**src/rtl/parallel_serial_tx.sv**
```systemverilog
// parallel_serial_tx: byte-to-serial transmitter, MSB first, one bit per clk_32f cycle.
// After reset it sends SYNC_COUNT comma symbols so the far-end receiver can lock, then
// accepts bytes through a valid/ready handshake, filling unused frames with a filler symbol.
// Optional feature macro: IDLE_SYMBOL_EN -- when defined, the ACTIVE-state filler is IDLE
// instead of COMMA (the sync preamble always uses COMMA).
module parallel_serial_tx #(
    parameter int          SYNC_COUNT = 4,
    parameter logic [7:0]  COMMA      = 8'hBC,
    parameter logic [7:0]  IDLE       = 8'h7C
) (
    input  logic       clk_32f,
    input  logic       reset,
    input  logic [7:0] data_in,
    input  logic       valid_in,
    output logic       ready_out,
    output logic       data_out,
    output logic       active_out
);

    // Wide enough to hold SYNC_COUNT itself (the count reached on the final SYNC load edge).
    localparam int SW = (SYNC_COUNT > 1) ? $clog2(SYNC_COUNT + 1) : 1;

`ifdef IDLE_SYMBOL_EN
    localparam bit IDLE_EN = 1'b1;
`else
    localparam bit IDLE_EN = 1'b0;
`endif

    // Filler used once the preamble is complete.
    localparam logic [7:0] ACTIVE_FILL = IDLE_EN ? IDLE : COMMA;

    typedef enum logic {
        SYNC   = 1'b0,
        ACTIVE = 1'b1
    } state_t;

    state_t          state_reg;
    state_t          state_next;
    logic [2:0]      bit_cnt_reg;
    logic [SW-1:0]   sync_cnt_reg;
    logic [SW-1:0]   sync_cnt_next;
    logic [7:0]      cur_byte_reg;
    logic [7:0]      cur_byte_next;
    logic            data_out_reg;
    logic            active_reg;

    logic            load;
    logic            last_sync;
    logic [7:0]      filler;

    // Frame-boundary decode and the handshake ready (combinational, low while in reset
    // because bit_cnt_reg is held at zero).
    always_comb begin
        load      = (bit_cnt_reg == 3'd7);
        last_sync = (sync_cnt_reg == SW'(SYNC_COUNT - 1));
        ready_out = load && ((state_reg == ACTIVE) || last_sync);
        filler    = (state_reg == ACTIVE) ? ACTIVE_FILL : COMMA;
    end

    // Next-state logic: choose the next symbol at each frame boundary and advance the
    // preamble counter / FSM while in SYNC.
    always_comb begin
        state_next    = state_reg;
        sync_cnt_next = sync_cnt_reg;
        cur_byte_next = cur_byte_reg;
        if (load) begin
            if (valid_in && ready_out) begin
                cur_byte_next = data_in;
            end else begin
                cur_byte_next = filler;
            end
            if (state_reg == SYNC) begin
                sync_cnt_next = sync_cnt_reg + SW'(1);
                if (last_sync) begin
                    state_next = ACTIVE;
                end
            end
        end
    end

    // FSM state register.
    always_ff @(posedge clk_32f or negedge reset) begin
        if (!reset) begin
            state_reg <= SYNC;
        end else begin
            state_reg <= state_next;
        end
    end

    // Serial datapath: shift out one bit per cycle and reload the symbol at frame end.
    always_ff @(posedge clk_32f or negedge reset) begin
        if (!reset) begin
            bit_cnt_reg  <= 3'd0;
            sync_cnt_reg <= '0;
            cur_byte_reg <= COMMA;
            data_out_reg <= 1'b0;
            active_reg   <= 1'b0;
        end else begin
            bit_cnt_reg  <= bit_cnt_reg + 3'd1;
            sync_cnt_reg <= sync_cnt_next;
            cur_byte_reg <= cur_byte_next;
            data_out_reg <= cur_byte_reg[3'd7 - bit_cnt_reg];
            active_reg   <= (state_next == ACTIVE);
        end
    end

    assign data_out   = data_out_reg;
    assign active_out = active_reg;

endmodule

```
**config.mk**
```make
export PLATFORM = sky130hd
export DESIGN_NAME = parallel_serial_tx
export DESIGN_NICKNAME = d
export VERILOG_FILES = /design/src/rtl/parallel_serial_tx.sv
export SDC_FILE = /design/constraint.sdc
export NUM_CORES = 1
export LEC_CHECK = 0
export ABC_AREA = 1
export ABC_CLOCK_PERIOD_IN_PS = 1400
export CAP_MARGIN = 20
export CORE_MARGIN = 2
export CORE_UTILIZATION = 40
export CTS_CLUSTER_DIAMETER = 60
export CTS_CLUSTER_SIZE = 8
export DETAILED_ROUTE_END_ITERATION = 12
export GPL_TIMING_DRIVEN = 1
export PLACE_DENSITY = 0.65
export SETUP_SLACK_MARGIN = 0.5
export SLEW_MARGIN = 20
export SYNTH_ARGS = -nofsm -noshare
export SYNTH_HDL_FRONTEND = slang
export SYNTH_SLANG_ARGS = --single-unit
```
**constraint.sdc**
```tcl
create_clock -name clk_32f -period 1.4 [get_ports clk_32f]
set_input_delay 0.42 -clock clk_32f [delete_from_list [all_inputs] [get_ports clk_32f]]
set_output_delay 0.42 -clock clk_32f [all_outputs]
set_load 0.05 [all_outputs]
```
==> results.md, run 1 <==
Clocking:
- The root buffer selected by CTS is sky130_fd_sc_hd__clkbuf_4.
- The number of clock buffers added by TritonCTS is 3.
- The clock sink count is 16.
- The clock tree from TritonCTS is built.
- In this run the number of H-tree levels came out at 1.
- The clock reaches the later pin of the worst-skew pair after around 0.29 ns.
- In this run the deepest clock path goes through 2 buffers.
- The CTS clock-pin slew for the worst setup and hold paths is approximately 0.10 ns.

STA:
- The worst clock skew on the final layout is between 0.01 and 0.015 ns.
- The hold violation total from the final report is 0.
- Timing would allow up to about 570 MHz.
- The worst setup margin is -0.359 ns.
- Setup repair after global routing could not meet its margin everywhere.
- The count of endpoints failing setup in the final report is 1.
- For the pin with the worst max-slew slack, the measured transition is approximately 0.21 ns.
- The smallest clock period supported by the final layout is computed as approximately 1.8 ns.
- The total count of max-transition violations in the final report was 0.
- The final period utilization is 126%.
- Measured against its own limit, the worst slew margin works out to 86.1%.

Drt:
- Summing over every cut layer, the via total after detailed routing is 645.
- In the routed design, unresolved DRC markers number 0.
- The average routed wire per standard cell is 11.5 µm.
- The via-per-instance ratio is roughly 4.5.
- The number of iterations in the first detailed-routing pass is 3.
- For this block, the routed nets add up to 1.63 mm of wire.
- Once detail routing completed, the nets flagged for antenna violations numbered 0.
- The first routing iteration left 5 violations.

Worst setup path:
- The critical path is of the flip-flop to primary output type.
- The logic depth of the worst register-to-register path is 9.
- The data arrival at the endpoint of the critical path is between 1 and 1.5 ns.
- The launch point of the worst reg-to-reg path is sync_cnt_reg[1].
- The critical path ends at ready_out.
- The largest fanout on the critical path is 2.
- The worst setup path startpoint is sync_cnt_reg[1].
- The endpoint identified for the worst register-to-register timing path is cur_byte_reg[4].
- The startpoint class of the critical path is a flip-flop.
- The flop-to-flop setup slack is 0 ns.
- The data required time at the worst endpoint is 0.98 ns.
- The nature of the critical path endpoint is a primary output.

Power and ir drop:
- The worst-case IR drop observed on VDD is between 0.5 and 0.6 mV.
- In this run the static leakage power is 0.591 nW.
- The completed layout was analyzed and its total power is 0.000828 W.
- The total power per unit cell area is between 600 and 700 nW/µm².

Synth:
- Yosys printed 0 warnings.
- The net count of the mapped netlist is 99.
- After synthesis the netlist holds a flip-flop and latch count of 16.
- Synthesis produced a netlist whose cell count is 84.
- After Yosys synthesis, XOR and XNOR cells account for between 1 and 1.5% of the synthesized area.
- The cell area after technology mapping is 747 µm².
- The sequential fraction of the synthesis area is between 50% and 60%.
- The post-synthesis share of cell area spent on and, or, nand and nor gates is between 10% and 20%.
- The synthesized netlist devotes 6.70% of its cell area to adder and majority cells.
- The synthesized netlist devotes about a tenth of its cell area to compound gates.
- The largest family of logic cells by synthesized area is simple AND/OR/NAND/NOR gates.
- The number of distinct standard cells referenced by the synthesized netlist is 12.
- Of the post-synthesis cell area, the part taken by muxes is 0%.
- The average instance area after synthesis is about 8.9 µm².

Floorplan:
- The core box area is roughly 1700 µm².
- In this run the count of I/O pins placed on the die edge is 14.
- The initial cell density of the core is between 40% and 50%.
- The die outline area is 2230 µm².
- The site row count is 15.
- From left edge to right edge, the die measures approximately 47 µm.
- The die is 47.2 µm tall.

Job:
- Max-cap violations in this run came to 0.

GRT:
- Global routing consumed, over all layers together, between 10% and 20% of the routing resources.
- Summed over all layers, the global routing overflow is 0.
- The number of global-route vias before repair is 577.
- The maximum number of pins on one net before global-route repair is 17.
- The first global-routing pass estimated around 2.4 mm of wire.
- The number of antenna violations at the first check in global routing was 0.

Cells and area:
- The multi-input combinational cell area is roughly 400 µm².
- The count of antenna diodes in the layout is 0.
- The register with the most flip-flops in the layout has 8 of them.
- The proportion of layout cells with a drive suffix above 1 is ~50%.
- At the end of the flow, the number of nets in the layout was 133.
- The layout overhead on the synthesized area is 68.3%.
- Summing all flip-flop and latch instances after layout gives ~410 µm².
- The layout has ~140 filler cells.
- Summing all non-filler instances in the final layout gives an area of 1260 µm².

Place:
- The count of buffers added on input and output ports is 13.
- The wire-length estimate of the detail-placed layout is 1.05 mm.
- The congestion estimate from routability-driven global placement came to slightly below 0.8.
- Summing all placed instances gives a cell area of roughly 1000 µm².

Worst hold path:
- In this run the worst hold path is classified as input pin to asynchronous set/reset pin.

Status:
- The run finished, with violations left.
- The final reports fail on setup timing.
==> metrics by stage <==
step | utilization [%] | setup WS [ns] | hold slack, ns | cells | setup TNS, ns
2_1_floorplan | - | -0.129 | 0.124 | 84 | -0.129
3_3_place_gp | 59.4 | -0.0399 | 0.476 | 131 | -0.0419
3_5_place_dp | 59.4 | -0.0528 | 0.496 | 131 | -0.0951
4_1_cts | 64.7 | -0.331 | 0.448 | 137 | -0.331
5_1_grt | 72.0 | -0.419 | 0.449 | 142 | -0.682
6_report | 72.0 | -0.359 | 0.439 | 142 | -0.359
==> placed cells by master, fill, tap and decap left out, types with 2 or more instances in the layout <==
cell type and instances:
sky130_fd_sc_hd__inv_1 17, sky130_fd_sc_hd__nand2_1 16, sky130_fd_sc_hd__clkdlybuf4s50_1 10, sky130_fd_sc_hd__buf_4 10, sky130_fd_sc_hd__dfrtp_1 8, sky130_fd_sc_hd__o21ai_2 6
sky130_fd_sc_hd__buf_6 6, sky130_fd_sc_hd__nand3_2 5, sky130_fd_sc_hd__o21ai_1 5, sky130_fd_sc_hd__dfstp_2 5, sky130_fd_sc_hd__nand2_2 4, sky130_fd_sc_hd__inv_4 3
sky130_fd_sc_hd__ha_4 3, sky130_fd_sc_hd__dfrtp_2 3, sky130_fd_sc_hd__clkbuf_4 3, sky130_fd_sc_hd__buf_12 3, sky130_fd_sc_hd__nand3_1 2
==> report_power, final <==
part           internal [W]  switching [W]   total, W  leakage [nW]
clock network      0.000111       0.000143   0.000254        0.0150
logic             0.0000463      0.0000418  0.0000882         0.393
registers          0.000481     0.00000452   0.000485         0.184
total              0.000638       0.000190   0.000828         0.591
==> synthesized netlist by cell type <==
master / n / share of area (%)
sky130_fd_sc_hd__xnor2_1: 1 / 1.2
sky130_fd_sc_hd__ha_1: 4 / 6.7
sky130_fd_sc_hd__inv_1: 19 / 9.5
sky130_fd_sc_hd__nand2_1: 21 / 11
sky130_fd_sc_hd__a21oi_4: 1 / 2.2
sky130_fd_sc_hd__dfstp_2: 5 / 18
sky130_fd_sc_hd__dfrtp_1: 11 / 37
sky130_fd_sc_hd__o21ai_0: 9 / 6.0
sky130_fd_sc_hd__nand3_1: 8 / 5.4
sky130_fd_sc_hd__o21ai_1: 2 / 1.3
sky130_fd_sc_hd__nand4_2: 1 / 1.7
sky130_fd_sc_hd__inv_2: 2 / 1.0
==> critical path, cell delays in order (launching register included) <==
cell and delay [ns]:
sky130_fd_sc_hd__dfrtp_1 0.37, sky130_fd_sc_hd__ha_2 0.20, sky130_fd_sc_hd__ha_4 0.14, sky130_fd_sc_hd__inv_4 0.04
sky130_fd_sc_hd__a21oi_4 0.16, sky130_fd_sc_hd__buf_12 0.16
==> layout make-up <==
| cell class | instances | share of cell area, % |
|---|---|---|
| Sequential cell | 16 | 32.6 |
| Multi-Input combinational cell | 47 | 31.4 |
| Timing Repair Buffer | 29 | 24.1 |
| Inverter | 21 | 7.26 |
| Tap cell | 25 | 2.49 |
| Clock buffer | 4 | 2.09 |
==> per-layer routing <==
| layer | global-route usage (%) | part of all wire, % |
|---|---|---|
| met3 | 2.31 | 2.9 |
| met2 | 26.8 | 53 |
| met5 | 0 | 0 |
| met1 | 18.8 | 41 |
| met4 | 10.0 | 2.9 |
==> kinds of logic after synthesis <==
group           Yosys count
buf+inv                  21
fa+ha+maj                 4
flops                    16
simple gates             30
compound gates           12
xor+xnor                  1
==> worst min path at each step <==
stage                                  to  depth (start not counted)  slack, ns
after detailed placement  sync_cnt_reg[2]                          2       0.50
after global placement    sync_cnt_reg[2]                          2       0.48
after CTS                 cur_byte_reg[1]                          2       0.45
after floorplan                active_out                          0       0.12
final                     cur_byte_reg[1]                          2       0.44
after global routing      cur_byte_reg[1]                          2       0.45
==> what timing repair did <==
action | CTS | global route
gates resized for setup | 20 | 22
buffers inserted | 2 | 5
hold buffers | 0 | 0
endpoints found under the hold margin | 0 | 0
endpoints found under the setup margin | 16 | 17
pin swaps | 1 | 10
Power figures use the tool's default switching activity.
==> run 2: changes to the inputs <==
--- a/config.mk
+++ b/config.mk
@@ -7,7 +7,6 @@
 export LEC_CHECK = 0
 export ABC_AREA = 1
 export ABC_CLOCK_PERIOD_IN_PS = 1400
-export CAP_MARGIN = 20
 export CORE_MARGIN = 2
 export CORE_UTILIZATION = 40
 export CTS_CLUSTER_DIAMETER = 60
==> results of run 2 <==
No change in the layout: final DEF, timing and power equal those of run 1.
==> run 3: changes to the inputs <==
--- a/config.mk
+++ b/config.mk
@@ -7,13 +7,13 @@
 export LEC_CHECK = 0
 export ABC_AREA = 1
 export ABC_CLOCK_PERIOD_IN_PS = 1400
-export CORE_MARGIN = 2
 export CORE_UTILIZATION = 40
 export CTS_CLUSTER_DIAMETER = 60
 export CTS_CLUSTER_SIZE = 8
 export DETAILED_ROUTE_END_ITERATION = 12
+export DONT_BUFFER_PORTS = 1
 export GPL_TIMING_DRIVEN = 1
-export PLACE_DENSITY = 0.65
+export PLACE_DENSITY = 0.55
 export SETUP_SLACK_MARGIN = 0.5
 export SLEW_MARGIN = 20
 export SYNTH_ARGS = -nofsm -noshare
==> results.md, run 3 (synthesis results as in run 1) <==
Power and ir drop:
- The power after layout is 0.000838 W (was 0.000828 W).
- The leakage power figure is 0.515 nW (was 0.591 nW).
- The total power per unit cell area came to 788 nW/µm² (was 658 nW/µm²).
- The highest ir drop seen on vdd is 0.697 mV (was 0.522 mV).

Worst setup path:
- The number of buffer and inverter stages on the critical path is 1 (was 2).
- The data required time at the worst endpoint was 0.98 ns (about the same).
- Ordered list of cells on the worst path: ha_4 > ha_4 > inv_4 > a21oi_4 (was ha_2 > ha_4 > inv_4 > a21oi_4 > buf_12).
- The nature of the critical path endpoint is a primary output (unchanged).
- By instance count, the cell type seen most on the critical path is sky130_fd_sc_hd__ha_4.
- The worst setup path startpoint is sync_cnt_reg[1] (unchanged).
- The logic depth of the worst register-to-register path is 6 (was 9).
- The flop-to-flop setup slack is -0.03 ns (was 0 ns).
- The launch point of the worst reg-to-reg path is sync_cnt_reg[1] (unchanged).
- The count of cell instances traversed by the critical path was 4 (was 5).
- The dominant delay contributor by cell family on the critical path is flip-flops (unchanged).
- The largest fanout on the critical path is 4 (was 2).
- The capture point of the worst reg-to-reg path is cur_byte_reg[6] (was cur_byte_reg[4]).
- The maximum cell stage delay along the critical path is 0.41 ns (was 0.37 ns).
- The capture point of the critical path is ready_out (unchanged).
- The data arrival at the endpoint of the critical path is 1.41 ns (was 1.34 ns).
- The startpoint class of the critical path is a flip-flop (unchanged).
- The start-to-end type of the worst setup path is flip-flop to primary output (unchanged).
- The slowest cell on the critical path is sky130_fd_sc_hd__dfrtp_1 (unchanged).

Cells and area:
- The final core utilization is 60.9% (was 72.0%).
- The count of nets after finishing is 114 (was 133).
- The leading cell type in the layout, fill and taps excluded is sky130_fd_sc_hd__inv_1 (unchanged).
- The post-layout instance area came to 1060 µm² (was 1260 µm²).
- Commonest non-fill, non-tap cells in the layout: sky130_fd_sc_hd__inv_1 (17), sky130_fd_sc_hd__nand2_1 (16), sky130_fd_sc_hd__o21ai_1 (8), sky130_fd_sc_hd__dfrtp_1 (8) (was sky130_fd_sc_hd__inv_1 (17), sky130_fd_sc_hd__nand2_1 (16), sky130_fd_sc_hd__clkdlybuf4s50_1 (10), sky130_fd_sc_hd__buf_4 (10), sky130_fd_sc_hd__dfrtp_1 (8)).
- The number of flip-flops under the largest register name is 8 (unchanged).
- The count of antenna diodes in the layout was 0 (unchanged).
- The proportion of layout cells with a drive suffix above 1 is 44.9% (was 49.6%).
- The layout overhead on the synthesized area is 42.4% (was 68.3%).

Floorplan:
- The count of pins on the block boundary came to 14 (unchanged).
- The site row count is 15 (unchanged).
- The floorplan die height is 45.2 µm (was 47.2 µm).
- The die outline area came to 2040 µm² (was 2230 µm²).
- The core box area came to 1750 µm² (unchanged).
- The initial cell density of the core is 42.8% (unchanged).
- The width of the die is 45.2 µm (was 47.2 µm).

Job:
- The max capacitance violation total is 0 (unchanged).

STA:
- The hold violation total from the final report is 0 (unchanged).
- The worst clock skew on the final layout was 0.00664 ns (was 0.0130 ns).
- The worst slew margin relative to its limit was 53.8% (was 86.1%).
- Setup repair after global routing missed its margin: yes (unchanged).
- The final period utilization is 130% (was 126%).
- The peak clock frequency supported by timing was 548 MHz (was 568 MHz).
- The worst setup margin is -0.426 ns (was -0.359 ns).
- The post-route worst hold slack is 0.231 ns (was 0.439 ns).
- The worst-margin pin slew is 0.692 ns (was 0.208 ns).
- The count of endpoints failing setup in the final report came to 4 (was 1).
- The minimum clock period after layout was 1.83 ns (was 1.76 ns).
- The total count of max-transition violations in the final report was 0 (unchanged).

Clocking:
- The root buffer selected by CTS was sky130_fd_sc_hd__clkbuf_4 (unchanged).
- The clock tree buffer depth is 2 (unchanged).
- The clock latency reported for the late side of the worst-skew pair is 0.29 ns (about the same).
- The CTS clock-pin slew for the worst setup and hold paths was 0.10 ns (about the same).
- The H-tree depth came to 1 (unchanged).
- The clock sink count is 16 (unchanged).
- The number of CTS-inserted buffers is 3 (unchanged).
- The clock tree from TritonCTS is built (unchanged).

Drt:
- The aggregate routed wire length is 1.40 mm (was 1.63 mm).
- The final antenna-violating net count is 0 (unchanged).
- The DRC violation total after the first TritonRoute iteration is 6 (was 5).
- The average routed wire per standard cell is 11.4 µm (was 11.5 µm).
- The total via count in the routed design is 566 (was 645).
- The number of iterations in the first detailed-routing pass is 3 (unchanged).
- The via-per-instance ratio is 4.60 (was 4.54).
- The number of remaining DRC errors is 0 (unchanged).

Place:
- The number of input and output port buffers inserted was 0 (was 13).
- The last weighted congestion value of the routability-driven placer came to 0.743 (was 0.786).
- The half-perimeter wire length of the detailed placement result is 971 µm (was 1.05 mm).
- The cell area reported after detailed placement came to 862 µm² (was 1040 µm²).
- The setup slack at placement is -0.0871 ns (was -0.0528 ns).

Status:
- Outcome: finished, violations left (unchanged).
- Violations in the final reports: setup timing (unchanged).

GRT:
- The first-pass GRT wire length is 2.12 mm (was 2.37 mm).
- The total congestion overflow is 0 (unchanged).
- The number of antenna violations at the first check in global routing came to 0 (unchanged).
- The aggregate global-route resource usage is 15.6% (was 15.9%).
- The maximum number of pins on one net before global-route repair is 17 (unchanged).
- The number of global-route vias before repair came to 542 (was 577).

Worst hold path:
- The worst min-delay path category is input pin to asynchronous set/reset pin (unchanged).
-- run 3: how the worst min path moves through the flow --
stage                     from              end  slack (ns)
floorplan                reset       active_out        0.12
global placement         reset  sync_cnt_reg[2]        0.12
detailed placement       reset  sync_cnt_reg[2]        0.12
CTS                 data_in[3]  cur_byte_reg[3]        0.24
global route        data_in[3]  cur_byte_reg[3]        0.24
finish                   reset  cur_byte_reg[6]        0.23
-- run 3: power breakdown --
| group | switching (W) | total (W) | internal, W |
|---|---|---|---|
| registers | 0.00000895 | 0.000490 | 0.000481 |
| clock network | 0.000148 | 0.000306 | 0.000158 |
| logic | 0.0000279 | 0.0000420 | 0.0000141 |
| total | 0.000185 | 0.000838 | 0.000653 |
-- run 3: what timing repair did --
| item | in CTS | in global routing |
|---|---|---|
| buffers inserted | 0 | 2 |
| hold endpoints to repair | 16 | 0 |
| pin swaps | 4 | 8 |
| hold buffers | 1 | 0 |
| gates resized for setup | 24 | 16 |
| setup endpoints to repair | 16 | 33 |
-- run 3: final cells by class --
class / instances / area, µm²
well taps: 25 / 31.3
flip-flops and latches: 16 / 410
repair buffers: 10 / 106
fillers: 171 / 682
clock buffers: 4 / 36.3
inverters: 21 / 93.8
multi-input cells: 47 / 385
-- run 3: stage by stage --
step,cells,TNS (ns)
2_1_floorplan,84,-0.129
3_3_place_gp,116,-0.0636
3_5_place_dp,116,-0.0929
4_1_cts,121,-0.427
5_1_grt,123,-0.749
6_report,123,-0.481
-- run 3: worst register-to-register path: cells and delay by family (launching register included) --
family | cells | cell delay [ns]
buffers and inverters | 1 | 0.04
adder cells (fa/ha/maj) | 2 | 0.30
AO/OA/AOI/OAI | 2 | 0.49
AND/OR/NAND/NOR | 1 | 0.14
flip-flops | 1 | 0.41
-- run 3: metal layers --
metal	GRT usage (%)	vias to the layer above	part of all wire (%)
met5	0	-	0
met3	2.80	2	3.6
li1	-	288	-
met2	27.0	14	48
met4	10.9	0	0.86
met1	17.1	262	47
